File: src/rtl/dice_pkg.sv
// Shared types and constants for the dice display multiplexer.
package dice_pkg;

  typedef enum logic [1:0] {
    ST_IDLE = 2'd0,
    ST_CONV = 2'd1,
    ST_SHOW = 2'd2
  } state_e;

  // Active-low segment patterns, bit order gfedcba.
  localparam logic [6:0] SEG_DIGIT [0:9] = '{
    7'h40, 7'h79, 7'h24, 7'h30, 7'h19,
    7'h12, 7'h02, 7'h78, 7'h00, 7'h18
  };

  localparam logic [6:0] SEG_BLANK = 7'h7F;
  localparam logic [6:0] SEG_DASH  = 7'h3F;

  localparam int DEFAULT_MAX_FACE = 20;

endpackage

File: src/rtl/seg7_decode.sv
// BCD digit to active-low seven-segment pattern; non-BCD codes go blank.
module seg7_decode
  import dice_pkg::*;
(
  input  logic [3:0] digit,
  output logic [6:0] seg
);

  // Table lookup guarded against codes 10..15.
  always_comb begin
    seg = SEG_BLANK;
    if (digit <= 4'd9) begin
      seg = SEG_DIGIT[digit];
    end else begin
      seg = SEG_BLANK;
    end
  end

endmodule

File: src/rtl/dice_display_mux.sv
// Two-digit multiplexed display of a die roll with binary-to-BCD conversion.
// Optional macro DICE_LEADING_ZERO_BLANK_EN blanks a zero tens digit.
module dice_display_mux
  import dice_pkg::*;
#(
  parameter int REFRESH_CNT = 1000,
  parameter int MAX_FACE    = DEFAULT_MAX_FACE
) (
  input  logic       clk,
  input  logic       reset,
  input  logic       in_valid,
  output logic       in_ready,
  input  logic [4:0] in_face,
  output logic [6:0] seg,
  output logic [1:0] an,
  output logic [4:0] face_q,
  output logic       err
);

  localparam int CW = (REFRESH_CNT > 2) ? $clog2(REFRESH_CNT) : 1;
  localparam logic [CW-1:0] CNT_LAST = CW'(REFRESH_CNT - 1);

`ifdef DICE_LEADING_ZERO_BLANK_EN
  localparam bit LZ_BLANK = 1'b1;
`else
  localparam bit LZ_BLANK = 1'b0;
`endif

  state_e          state_q, state_d;
  logic [4:0]      rem_q, rem_d;
  logic [3:0]      acc_tens_q, acc_tens_d;
  logic [3:0]      tens_q, tens_d;
  logic [3:0]      units_q, units_d;
  logic            have_q, have_d;
  logic            dash_q, dash_d;
  logic [4:0]      face_d;
  logic            err_q, err_d;
  logic [CW-1:0]   scan_q, scan_d;
  logic            sel_q, sel_d;
  logic [6:0]      seg_q, seg_d;
  logic [1:0]      an_q, an_d;
  logic            face_bad_s;
  logic [3:0]      digit_sel_s;
  logic [6:0]      digit_seg_s;

  assign in_ready   = (state_q != ST_CONV);
  assign face_bad_s = (in_face == 5'd0) || (32'(in_face) > 32'(MAX_FACE));
  assign seg        = seg_q;
  assign an         = an_q;
  assign err        = err_q;

  always_comb begin
    state_d    = state_q;
    rem_d      = rem_q;
    acc_tens_d = acc_tens_q;
    tens_d     = tens_q;
    units_d    = units_q;
    have_d     = have_q;
    dash_d     = dash_q;
    face_d     = face_q;
    err_d      = err_q;
    scan_d     = scan_q;
    sel_d      = sel_q;

    if (scan_q == CNT_LAST) begin
      scan_d = {CW{1'b0}};
      sel_d  = ~sel_q;
    end else begin
      scan_d = scan_q + CW'(1);
      sel_d  = sel_q;
    end

    case (state_q)
      ST_IDLE, ST_SHOW: begin
        if (in_valid) begin
          face_d = in_face;
          if (face_bad_s) begin
            // Out-of-range roll skips conversion and shows dashes at once.
            err_d   = 1'b1;
            dash_d  = 1'b1;
            have_d  = 1'b1;
            state_d = ST_SHOW;
          end else begin
            rem_d      = in_face;
            acc_tens_d = 4'd0;
            state_d    = ST_CONV;
          end
        end else begin
          state_d = state_q;
        end
      end
      ST_CONV: begin
        if (rem_q >= 5'd10) begin
          rem_d      = rem_q - 5'd10;
          acc_tens_d = acc_tens_q + 4'd1;
        end else begin
          tens_d  = acc_tens_q;
          units_d = rem_q[3:0];
          dash_d  = 1'b0;
          have_d  = 1'b1;
          state_d = ST_SHOW;
        end
      end
      default: state_d = ST_IDLE;
    endcase
  end

  assign digit_sel_s = sel_d ? tens_d : units_d;

  seg7_decode u_seg7_decode (
    .digit (digit_sel_s),
    .seg   (digit_seg_s)
  );

  // Display is computed from next-cycle values so seg/an switch together with the digits.
  always_comb begin
    seg_d = SEG_BLANK;
    an_d  = 2'b11;
    if ((state_d == ST_IDLE) || !have_d) begin
      seg_d = SEG_BLANK;
      an_d  = 2'b11;
    end else if (!sel_d) begin
      seg_d = dash_d ? SEG_DASH : digit_seg_s;
      an_d  = 2'b10;
    end else if (LZ_BLANK && !dash_d && (tens_d == 4'd0)) begin
      seg_d = SEG_BLANK;
      an_d  = 2'b11;
    end else begin
      seg_d = dash_d ? SEG_DASH : digit_seg_s;
      an_d  = 2'b01;
    end
  end

  always_ff @(posedge clk or posedge reset) begin
    if (reset) begin
      state_q    <= ST_IDLE;
      rem_q      <= 5'd0;
      acc_tens_q <= 4'd0;
      tens_q     <= 4'd0;
      units_q    <= 4'd0;
      have_q     <= 1'b0;
      dash_q     <= 1'b0;
      face_q     <= 5'd0;
      err_q      <= 1'b0;
      scan_q     <= {CW{1'b0}};
      sel_q      <= 1'b0;
      seg_q      <= SEG_BLANK;
      an_q       <= 2'b11;
    end else begin
      state_q    <= state_d;
      rem_q      <= rem_d;
      acc_tens_q <= acc_tens_d;
      tens_q     <= tens_d;
      units_q    <= units_d;
      have_q     <= have_d;
      dash_q     <= dash_d;
      face_q     <= face_d;
      err_q      <= err_d;
      scan_q     <= scan_d;
      sel_q      <= sel_d;
      seg_q      <= seg_d;
      an_q       <= an_d;
    end
  end

endmodule
File: config.mk
export PLATFORM = sky130hd
export DESIGN_NAME = dice_display_mux
export DESIGN_NICKNAME = d
export VERILOG_FILES = /design/src/rtl/dice_pkg.sv /design/src/rtl/seg7_decode.sv /design/src/rtl/dice_display_mux.sv
export SDC_FILE = /design/constraint.sdc
export NUM_CORES = 1
export LEC_CHECK = 0
export ABC_AREA = 0
export CORE_MARGIN = 1.5
export CORE_UTILIZATION = 50
export CTS_BUF_LIST = sky130_fd_sc_hd__clkbuf_8
export DETAILED_ROUTE_END_ITERATION = 8
export GPL_TIMING_DRIVEN = 0
export HOLD_SLACK_MARGIN = 0.02
export PLACE_DENSITY = 0.77
export SYNTH_ARGS = -nofsm -noshare
export SYNTH_HDL_FRONTEND = slang
export SYNTH_SLANG_ARGS = --single-unit
File: constraint.sdc
create_clock -name clk -period 4.2 [get_ports clk]
set_input_delay 0.63 -clock clk [delete_from_list [all_inputs] [get_ports clk]]
set_output_delay 0.63 -clock clk [all_outputs]
set_load 0.01 [all_outputs]
=== Yosys cells after proc, flatten, opt, wreduce, memory -nomap -nowiden ===
Memories as Yosys holds them, arrays and structs flattened.
Cells that the tools add are included.

* Bitwise operators: 2
* Magnitude comparators: 4
* Mux-type cells: 34
* Add/sub/neg operators: 3
* Reductions and logical operators: 11
* Equality and inequality tests: 7

{| class="wikitable"
|+ Operators with widths
! kind !! number
|-
| $mux 7 || 5
|-
| $mux 4 || 8
|-
| $mux 5 || 3
|-
| $add 10x1->10 const B || 1
|-
| $eq 10x10->1 const B || 1
|-
| $mux 10 || 1
|-
| $mux 2 || 5
|-
| $pmux 5 s2 || 1
|-
| $pmux 4 s2 || 1
|-
| $mux 1 || 7
|-
| $ne 2x2->1 const B || 3
|-
| $ge 5x4->1 const B || 1
|-
| $ge 5x5->1 const B || 1
|-
| $gt 5x5->1 const B || 1
|-
| $logic_not 5->1 || 1
|-
| $not 4->5 || 1
|-
| $sub 5x4->5 const B || 1
|-
| $add 4x1->4 const B || 1
|-
| $le 4x4->1 const B || 1
|-
| $logic_not 2->1 || 2
|-
| $pmux 1 s2 || 2
|-
| $pmux 2 s2 || 1
|-
| $reduce_and 4->1 || 1
|-
| $reduce_and 3->1 || 1
|-
| 9 further kinds || 10
|}

* Output and inout bits: 16
* Memory bits (read-only): 112
* Logic and storage cells: 75
* Input bits: 8
* Bits in registers: 47
* Memories: 1

{| class="wikitable"
|+ Memory list
! memory !! words !! bits a word !! read ports !! clocked after Yosys merged registers in !! write ports !! line !! source
|-
| (no name shown) || 16 || 7 || 1 || 0 || 0 || seg7_decode.sv:13 || <nowiki>seg = SEG_DIGIT[digit];</nowiki>
|}

=== Depth between registers and ports, before layout ===
Gate-level depths: netlist of run 1.

* Depth in word-level cells: 11
* Gate-level depth with buffers: 13
* Mapped depth without buffers: 12

=== Hierarchy ===
Synthesis of run 1 repeated with hierarchy kept, for this count alone.

* Cell total of the unflattened synthesis: 213
* Area total of the unflattened synthesis: 2366.0 um^2

{| class="wikitable"
|+ Modules (own cells, without submodules)
! module !! instances !! seq. area each (um^2) !! area each (um^2) !! cells an instance
|-
| dice_display_mux || 1 || 1187.4 || 2137.0 || 181
|-
| seg7_decode || 1 || 0.0 || 229.0 || 32
|}

=== Worst setup path before layout of run 1 ===
Ideal clock, no wire load.

* Path type: reg-to-reg
* Start point: reg scan_q[0]
* End point: reg seg_q[6] (netlist: seg[6])
* Path buffers: 1
* Required time: 4127 ps
* Period minus slack after synthesis: 2969 ps
* Arrival time: 2896 ps
* Library setup time: 73 ps
* Setup slack: 1231 ps
* Stages on the path, launching flop included: 14
* Cells stage by stage: dfrtp_1 -> ha_1 -> nand2_1 -> o31a_1 -> nor2_2 -> inv_2 -> buf_6 -> mux2i_1 -> inv_1 -> ha_1 -> or2_2 -> a211oi_2 -> nor3_1 -> a21oi_1

* Longest elaborated chain between the ends: 10
* Elaborated cells on any way between the ends: 11
* Classes of those cells: 1 x order compare; 1 x eq/ne; 7 x mux; 1 x bitwise; 1 x memory

{| class="wikitable"
|+ Ends and longest elaborated chain
! item !! line !! source
|-
| start, declared || dice_display_mux.sv:38 || <nowiki>logic [CW-1:0] scan_q, scan_d;</nowiki>
|-
| start signal, assigned || dice_display_mux.sv:145 || <nowiki>scan_q <= {CW{1'b0}};</nowiki>
|-
| start signal, assigned || dice_display_mux.sv:159 || <nowiki>scan_q <= scan_d;</nowiki>
|-
| $eq 10x10->1 (*) || dice_display_mux.sv:65 || <nowiki>if (scan_q == CNT_LAST) begin</nowiki>
|-
| $mux 1 (*) || dice_display_mux.sv:65 ||
|-
| via sel_d || dice_display_mux.sv:39 || <nowiki>logic sel_q, sel_d;</nowiki>
|-
| $mux 4 (*) || dice_display_mux.sv:108 || <nowiki>assign digit_sel_s = sel_d ? tens_d : units_d;</nowiki>
|-
| $not 4->5 (not written as such) || seg7_decode.sv:13 ||
|-
| $mem_v2 16x7 || -- ||
|-
| $mux 7 (not written as such) (2 in a row) || seg7_decode.sv:13 ||
|-
| $mux 7 (*) || seg7_decode.sv:12 || <nowiki>if (digit <= 4'd9) begin</nowiki>
|-
| $mux 7 (*) || dice_display_mux.sv:123, dice_display_mux.sv:129 ||
|-
| $mux 7 (*) || dice_display_mux.sv:119 || <nowiki>if ((state_d == ST_IDLE) || !have_d) begin</nowiki>
|-
| via seg_d[6] || dice_display_mux.sv:40 || <nowiki>logic [6:0] seg_q, seg_d;</nowiki>
|-
| end signal, assigned || dice_display_mux.sv:161 || <nowiki>seg_q <= seg_d;</nowiki>
|-
| end, declared || dice_display_mux.sv:40 ||
|}

The timed path passes the listed nets; every way through them passes the cells marked *. The select of a mux whose other input is x is not followed.
A chain may end at the register's enable or synchronous reset.

=== Worst setup path after layout of run 1 ===
Same ends and word-level chain as after synthesis.

==> results of run 1 <==
## routing by layer
metal / share of wire / global-route usage / vias to the layer above
met1: 0.47 / 0.231 / 828
met4: 0.0091 / 0.0671 / 0
met3: 0.033 / 0.0442 / 5
met2: 0.49 / 0.318 / 32
li1: - / - / 868
met5: 0 / 0 / -
## layout make-up
class / count / area [um2] / area share
well taps: 54 / 67.6 / 0.0236
clock inverters: 2 / 35.0 / 0.0122
plain buffers: 4 / 37.5 / 0.0131
flip-flops and latches: 47 / 1190 / 0.415
inverters: 17 / 68.8 / 0.0240
multi-input cells: 162 / 1130 / 0.396
repair buffers: 24 / 250 / 0.0875
clock buffers: 6 / 82.6 / 0.0289
## cell usage after synthesis (2+ instances only)
cell      instances
a21oi_1           8
nand2_1          27
nor2_1           19
o221ai_1          2
o21ai_0           8
or2_2             3
a211oi_1          3
dfrtp_1          38
buf_6             3
a21o_1            2
a211oi_2          2
and2_1            2
nor4_2            2
ha_1              9
inv_1            15
nor3_1            5
xnor2_1           4
nor2b_1           3
nand3_1          10
mux2i_1           8
mux2_2            5
xor2_1            5
o21ai_1           3
nand2b_1          3
dfstp_2           9
and3_1            2
or3_1             3
## registers in the layout, summed over array words and instances (netlist names), 4 cells and up
| name | cells |
|---|---|
| acc_tens_q | 4 |
| face_q | 5 |
| rem_q | 5 |
| scan_q | 10 |
| seg | 7 |
| tens_q | 4 |
| units_q | 4 |
## through the flow
stage | utilization | setup slack, ns | cell area (um2) | hold WS, ns
final | 0.610 | 0.756 | 2860 | 0.467
after global routing | 0.610 | 0.467 | 2860 | 0.486
after CTS | 0.610 | 0.760 | 2860 | 0.469
after detailed placement | 0.585 | 0.788 | 2740 | 0.457
after global placement | 0.581 | 0.798 | 2720 | 0.446
after floorplan | - | 1.23 | 2430 | 0.433
## kinds of logic after synthesis
logic type,count (synthesis),synth area share
compound gates,39,0.110
buf+inv,21,0.0438
simple gates,91,0.216
fa+ha+maj,9,0.0464
mux,14,0.0619
flops,47,0.489
xor+xnor,9,0.0325
## report_power, final
group / leakage [uW] / switching [uW] / internal [uW] / total, uW
clock network: 0.0000612 / 150 / 193 / 343
logic: 0.000633 / 420 / 359 / 778
registers: 0.000562 / 93.8 / 607 / 700
total: 0.00126 / 664 / 1160 / 1820
## worst max-delay path by stage
stage	endpoint	from
floorplan	seg[6]	scan_q[0]
global placement	seg[4]	state_q[0]
detailed placement	seg[3]	state_q[0]
CTS	seg[3]	state_q[0]
global route	seg[3]	state_q[0]
finish	seg[6]	scan_q[0]
==> summary.md, run 1 <==
| Metric | Value |
|---|---|
| Setup violators final | 0 |
| FF-to-FF Start | scan_q[0] |
| DR vias/cell | 5.48 |
| FF+latch count, synth | 47 |
| Max-cap check violation count | 0 |
| Power Total | 1820 uW |
| Reg-to-reg slack, setup | 0.76 ns |
| Hold EP | scan_q[0] |
| Yosys warning total | 0 |
| Detail Route Antenna Nets | 0 |
| RSZ-0062 raised after global routing | false |
| Via total after detailed routing | roughly 1.7k |
| # fillers | between 300 and 400 |
| Crit path buffers/inverters | 3 |
| Max-slew headroom | 0.390 |
| Final Instance Count excl. Fillers | 316 |
| DR DRC count | 0 |
| Htree depth | 2 |
| Setup CP Type | register to register |
| Leak pwr | between 0.001 and 0.0015 uW |
| Vias in the first global route | 1,658 |
| WL/cell | 13.9 um |
| Final Max Slew Viols | 0 |
| Area contributors post-synth | dfrtp_1 39%, dfstp_2 9.7%, ha_1 4.6%, nand2_1 4.2%, mux2i_1 3.3% |
| Most frequent cells in the layout | 38 x dfrtp_1, 27 x nand2_1, 23 x clkdlybuf4s50_1, 19 x nor2_1, 14 x inv_1 |
| CP peak stage delay | 0.42 ns |
| Mapped cell area | around 2400 um2 |
| Hold crit path type | register to register |
| Prevailing post-synth register cell | dfrtp_1 |
| Final setup TNS | 0 ns |
| Core Rows | 25 |
| Most Frequent Cell on Critical Path | ha_1 |
| Placed cell count | 308 |
| Routed WL | 4.41 mm |
| Status | finished, final reports clean |
| Synth async-reset ratio | 1.00 |
| Num CTS Buffers | 5 |
| Hold_sp | scan_q[0] |
| VDD IR max | 389 uV |
| Delay-heaviest family, CP | compound AO/OA/AOI/OAI gates |
| Worst Skew | 0.00279 ns |
| PD cells | 637 nW/um2 |
| Layout Nets | around 280 |
| Port bufs | 23 |
| Initial antenna violation count | 0 |
| Stages on worst setup path | 13 |
| Max clock buf depth | 2 |
| Fmax | 0.290 GHz |
| Tcrit/Tclk final | 0.820 |
| First-pass GRT wire length | 7.51 mm |
| CP Launch Type | register |
| Antenna diodes | 0 |
| Tmin final | approximately 3.4 ns |
| Hold_buf cts | 0 |
| Mapped Cells | 230 |
| Final Hold Vio Count | 0 |
| Post-synthesis sequential area ratio | 0.489 |
| Layout cells sized above 1 | 0.172 |
| Worst endpoint data arrival time | 3.66 ns |
| Syn Area/Cell | 10.5 um2 |
| EDFF count, synth | 0 |
| Boundary Pins | 24 |
| Horiz. Die Dim | 72.7 um |
| Area share of the largest cell type after synthesis | 0.392 |
| Syn Nets | between 200 and 250 |
| Largest fanout on the critical path | 10 |
| # clock sinks | 47 |
| Leading area contributor after synthesis | dfrtp_1 |
| Core area | between 4000 and 5000 um2 |
| Post_cts resized | 0 |
| Initial drt markers | 44 |
| CP Data Required Time | between 4 and 5 ns |
| Commonest non-fill, non-tap cell in the layout | dfrtp_1 |
| Largest net degree at the start of global routing | 39 |
| Post-CTS Setup Repair Bufs | 0 |
| Clock Root Buffer | clkbuf_8 |
| Capture point of the worst reg-to-reg path | seg[6] |
| Clock slew at reported path FFs | 0.09 ns |
| Global-route usage over all layers | 0.186 |
| GR Overflow Total | 0 |
| Hold depth | 1 |
| Vert. Die Dim | about 73 um |
| Synth cell types | 54 |
| Worst path slowest cell | mux2i_1 |
| Crit path capture type | register |
| Initial Util | 0.517 |
| Routability cong. | 0.815 |
| Area delta synth->final | 17.9% |
| Clock Latency Late Sink | 0.30 ns |
| Measured slew at the worst slew-check pin | 0.908 ns |
| R2R depth | 13 |
| CTS tree | built |
| Cell chain of the critical path | ha_1 > nand2_1 > o31a_1 > nor2_2 > inv_2 > buf_6 > mux2i_1 > inv_1 > ha_1 > or2_2 > a211oi_2 > nor3_1 > a21oi_1 |
| Die area | 5280 um2 |
| Hpwl dp | roughly 3.3 mm |
| DR pass1 iterations | 4 |
Note: power is estimated with default switching activity, not from simulation.
==> run 2, diff against run 1 <==
--- a/config.mk
+++ b/config.mk
@@ -12,7 +12,7 @@
 export DETAILED_ROUTE_END_ITERATION = 8
 export GPL_TIMING_DRIVEN = 0
 export HOLD_SLACK_MARGIN = 0.02
-export PLACE_DENSITY = 0.77
+export PLACE_DENSITY = 0.8
 export SYNTH_ARGS = -nofsm -noshare
 export SYNTH_HDL_FRONTEND = slang
 export SYNTH_SLANG_ARGS = --single-unit
==> constraint.sdc (replaced) <==
create_clock -name clk -period 2.8 [get_ports clk]
set_input_delay 0.42 -clock clk [delete_from_list [all_inputs] [get_ports clk]]
set_output_delay 0.42 -clock clk [all_outputs]
set_load 0.01 [all_outputs]
==> run 2 against run 1 <==
Compared with the run above:
- the run now ends with setup timing left
- utilization rose by 6.5 points
- first-iteration DRC count rose by 41%
- sequential share of layout area fell by 4.0 points
- largest cell class is now multi-input combinational cells
- setup slack got worse by 0.79 ns
- largest power group unchanged
- clock skew rose by 0.0082 ns
- power rose by 62%
- cell count rose by 7.3%
- critical path depth did not move
- clock power rose by 21%
- clock-buffer cell count fell by 1
- die area did not move
- design area rose by 11%
==> summary.md, run 2 (same netlist as run 1, synthesis figures left out) <==
| Metric | Value |
|---|---|
| Failing checks | setup timing |
| Hpwl dp | 3.20 mm |
| CP Data Required Time | 3.03 ns |
| First-pass GRT wire length | about 8.6 mm |
| WL/cell | 14.5 um |
| Cell chain of the critical path | and2b_1 > buf_6 > inv_6 > nor4_4 > buf_6 > mux2_4 > mux2i_4 > ha_2 > or2_4 > a211oi_4 > nor4_4 > buf_4 > nand3_1 |
| Initial Util | 0.517 |
| R2R depth | 13 |
| Crit path capture type | register |
| Clock Root Buffer | clkbuf_8 |
| Placed cell count | 308 |
| Via total after detailed routing | 1,857 |
| DR pass1 iterations | 4 |
| Core area | 4690 um2 |
| RSZ-0062 raised after global routing | true |
| Worst Skew | 0.0110 ns |
| Max-slew headroom | 0.382 |
| Tmin final | 2.84 ns |
| Routability cong. | 0.843 |
| Stages on worst setup path | 13 |
| Largest fanout on the critical path | 8 |
| CP peak stage delay | 0.38 ns |
| Clock slew at reported path FFs | around 0.090 ns |
| Status | complete, but fails checks |
| Fmax | 0.352 GHz |
| Setup CP Type | register to register |
| Global-route usage over all layers | 0.214 |
| DR DRC count | 0 |
| Clock Latency Late Sink | 0.31 ns |
| Num CTS Buffers | 5 |
| Tcrit/Tclk final | 1.01 |
| Measured slew at the worst slew-check pin | 0.919 ns |
| Initial antenna violation count | 0 |
| Initial drt markers | 62 |
| Boundary Pins | 24 |
| Most frequent cells in the layout | 37 x dfrtp_1, 26 x nand2_1, 23 x clkdlybuf4s50_1, 22 x buf_4, 19 x nor2_1 |
| Routed WL | 4.91 mm |
| Layout Nets | 301 |
| CTS tree | built |
| Delay-heaviest family, CP | simple AND/OR/NAND/NOR gates |
| Power Total | a little under 3000 uW |
| Hold crit path type | primary input to asynchronous set/reset pin |
| DR top layer | met4 |
| Min Hold Slack | 0.392 ns |
| # clock sinks | 47 |
| DR vias/cell | approximately 5.5 |
| Die area | 5280 um2 |
| Area delta synth->final | 30.5% |
| Vert. Die Dim | 72.7 um |
| Antenna diodes | 0 |
| Reg area | 1190 um2 |
| # fillers | 352 |
| Final core occ | 0.675 |
| Htree depth | 2 |
| Worst path slowest cell | dfrtp_1 |
| Final Max Slew Viols | 0 |
| Max clock buf depth | 2 |
| Crit path buffers/inverters | 4 |
| Detail Route Antenna Nets | 0 |
| Setup violators final | 6 |
| VDD IR max | 546 uV |
| Met3 routed WL | approximately 120 um |
| Max-cap check violation count | 0 |
| Port bufs | 23 |
| CP Launch Type | register |
| Largest register FFs | 10 |
| Largest net degree at the start of global routing | 33 |
| Final Worst Setup Slack | -0.0372 ns |
| Final Instance Count excl. Fillers | between 300 and 400 |
| Worst endpoint data arrival time | 3.07 ns |
| Multi-input gate area | 1280 um2 |
| Commonest non-fill, non-tap cell in the layout | dfrtp_1 |
| GR Overflow Total | 0 |
| Horiz. Die Dim | a little over 70 um |
| Final setup TNS | -0.138 ns |
| Layout cells sized above 1 | 0.291 |
| Vias in the first global route | about 1.9k |
| Final Hold Vio Count | 0 |
| Biggest register | scan_q |
| Metal-1 WL | 2.20 mm |
| PD cells | 934 nW/um2 |
| Leak pwr | 0.00141 uW |
| Wire length on met2 | 2.46 mm |
| Core Rows | 25 |
## run 2: cell count changes in the layout (fill, tap and decap cells not counted), moves of 3 or more
cell / previous run / this run
mux2i_1: 8 / 4
ha_1: 9 / 5
buf_4: 0 / 22
mux2i_4: 0 / 4
ha_2: 0 / 3
## run 2: cell type report
cell class	instances	area share
clock buffer	5	0.0217
clock inverter	3	0.00593
multi-input combinational	162	0.403
tap	54	0.0213
buffer	4	0.0130
timing repair buffer	47	0.137
sequential	47	0.375
inverter	17	0.0217
## run 2: routing by layer
layer,global-route usage,up-vias
met2,0.347,33
met4,0.103,0
met1,0.274,904
met3,0.0456,10
met5,0,-
li1,-,910
## run 2: final timing paths
kind | start | endpoint | slack [ns]
max | state_q[1] | seg[4] | -0.04
min | reset | face_q[4] | 0.39
max reg2reg | state_q[1] | seg[4] | -0.04
min reg2reg | err | err | 0.48
max in group asynchronous | reset | seg[2] | 1.85
min in group clk | err | err | 0.48
## run 2: repair_timing
item	4_1_cts	5_1_grt
pin swaps	9	8
setup endpoints to repair	7	7
hold buffers	0	0
gates resized for setup	17	7
buffers inserted	18	6
## run 2: per-stage QoR
step	setup slack [ns]	instance area, um2
after floorplan	0.00765	2470
after global placement	-0.387	2770
after detailed placement	-0.422	2790
after CTS	0.0194	3100
after global routing	-0.168	3170
final	-0.0372	3170
## run 2: power breakdown
group          total [uW]  leakage [uW]  internal [uW]  switching (uW)
Combinational        1490      0.000797            732             762
Clock                 414     0.0000483            176             238
Sequential           1050      0.000561            911             139
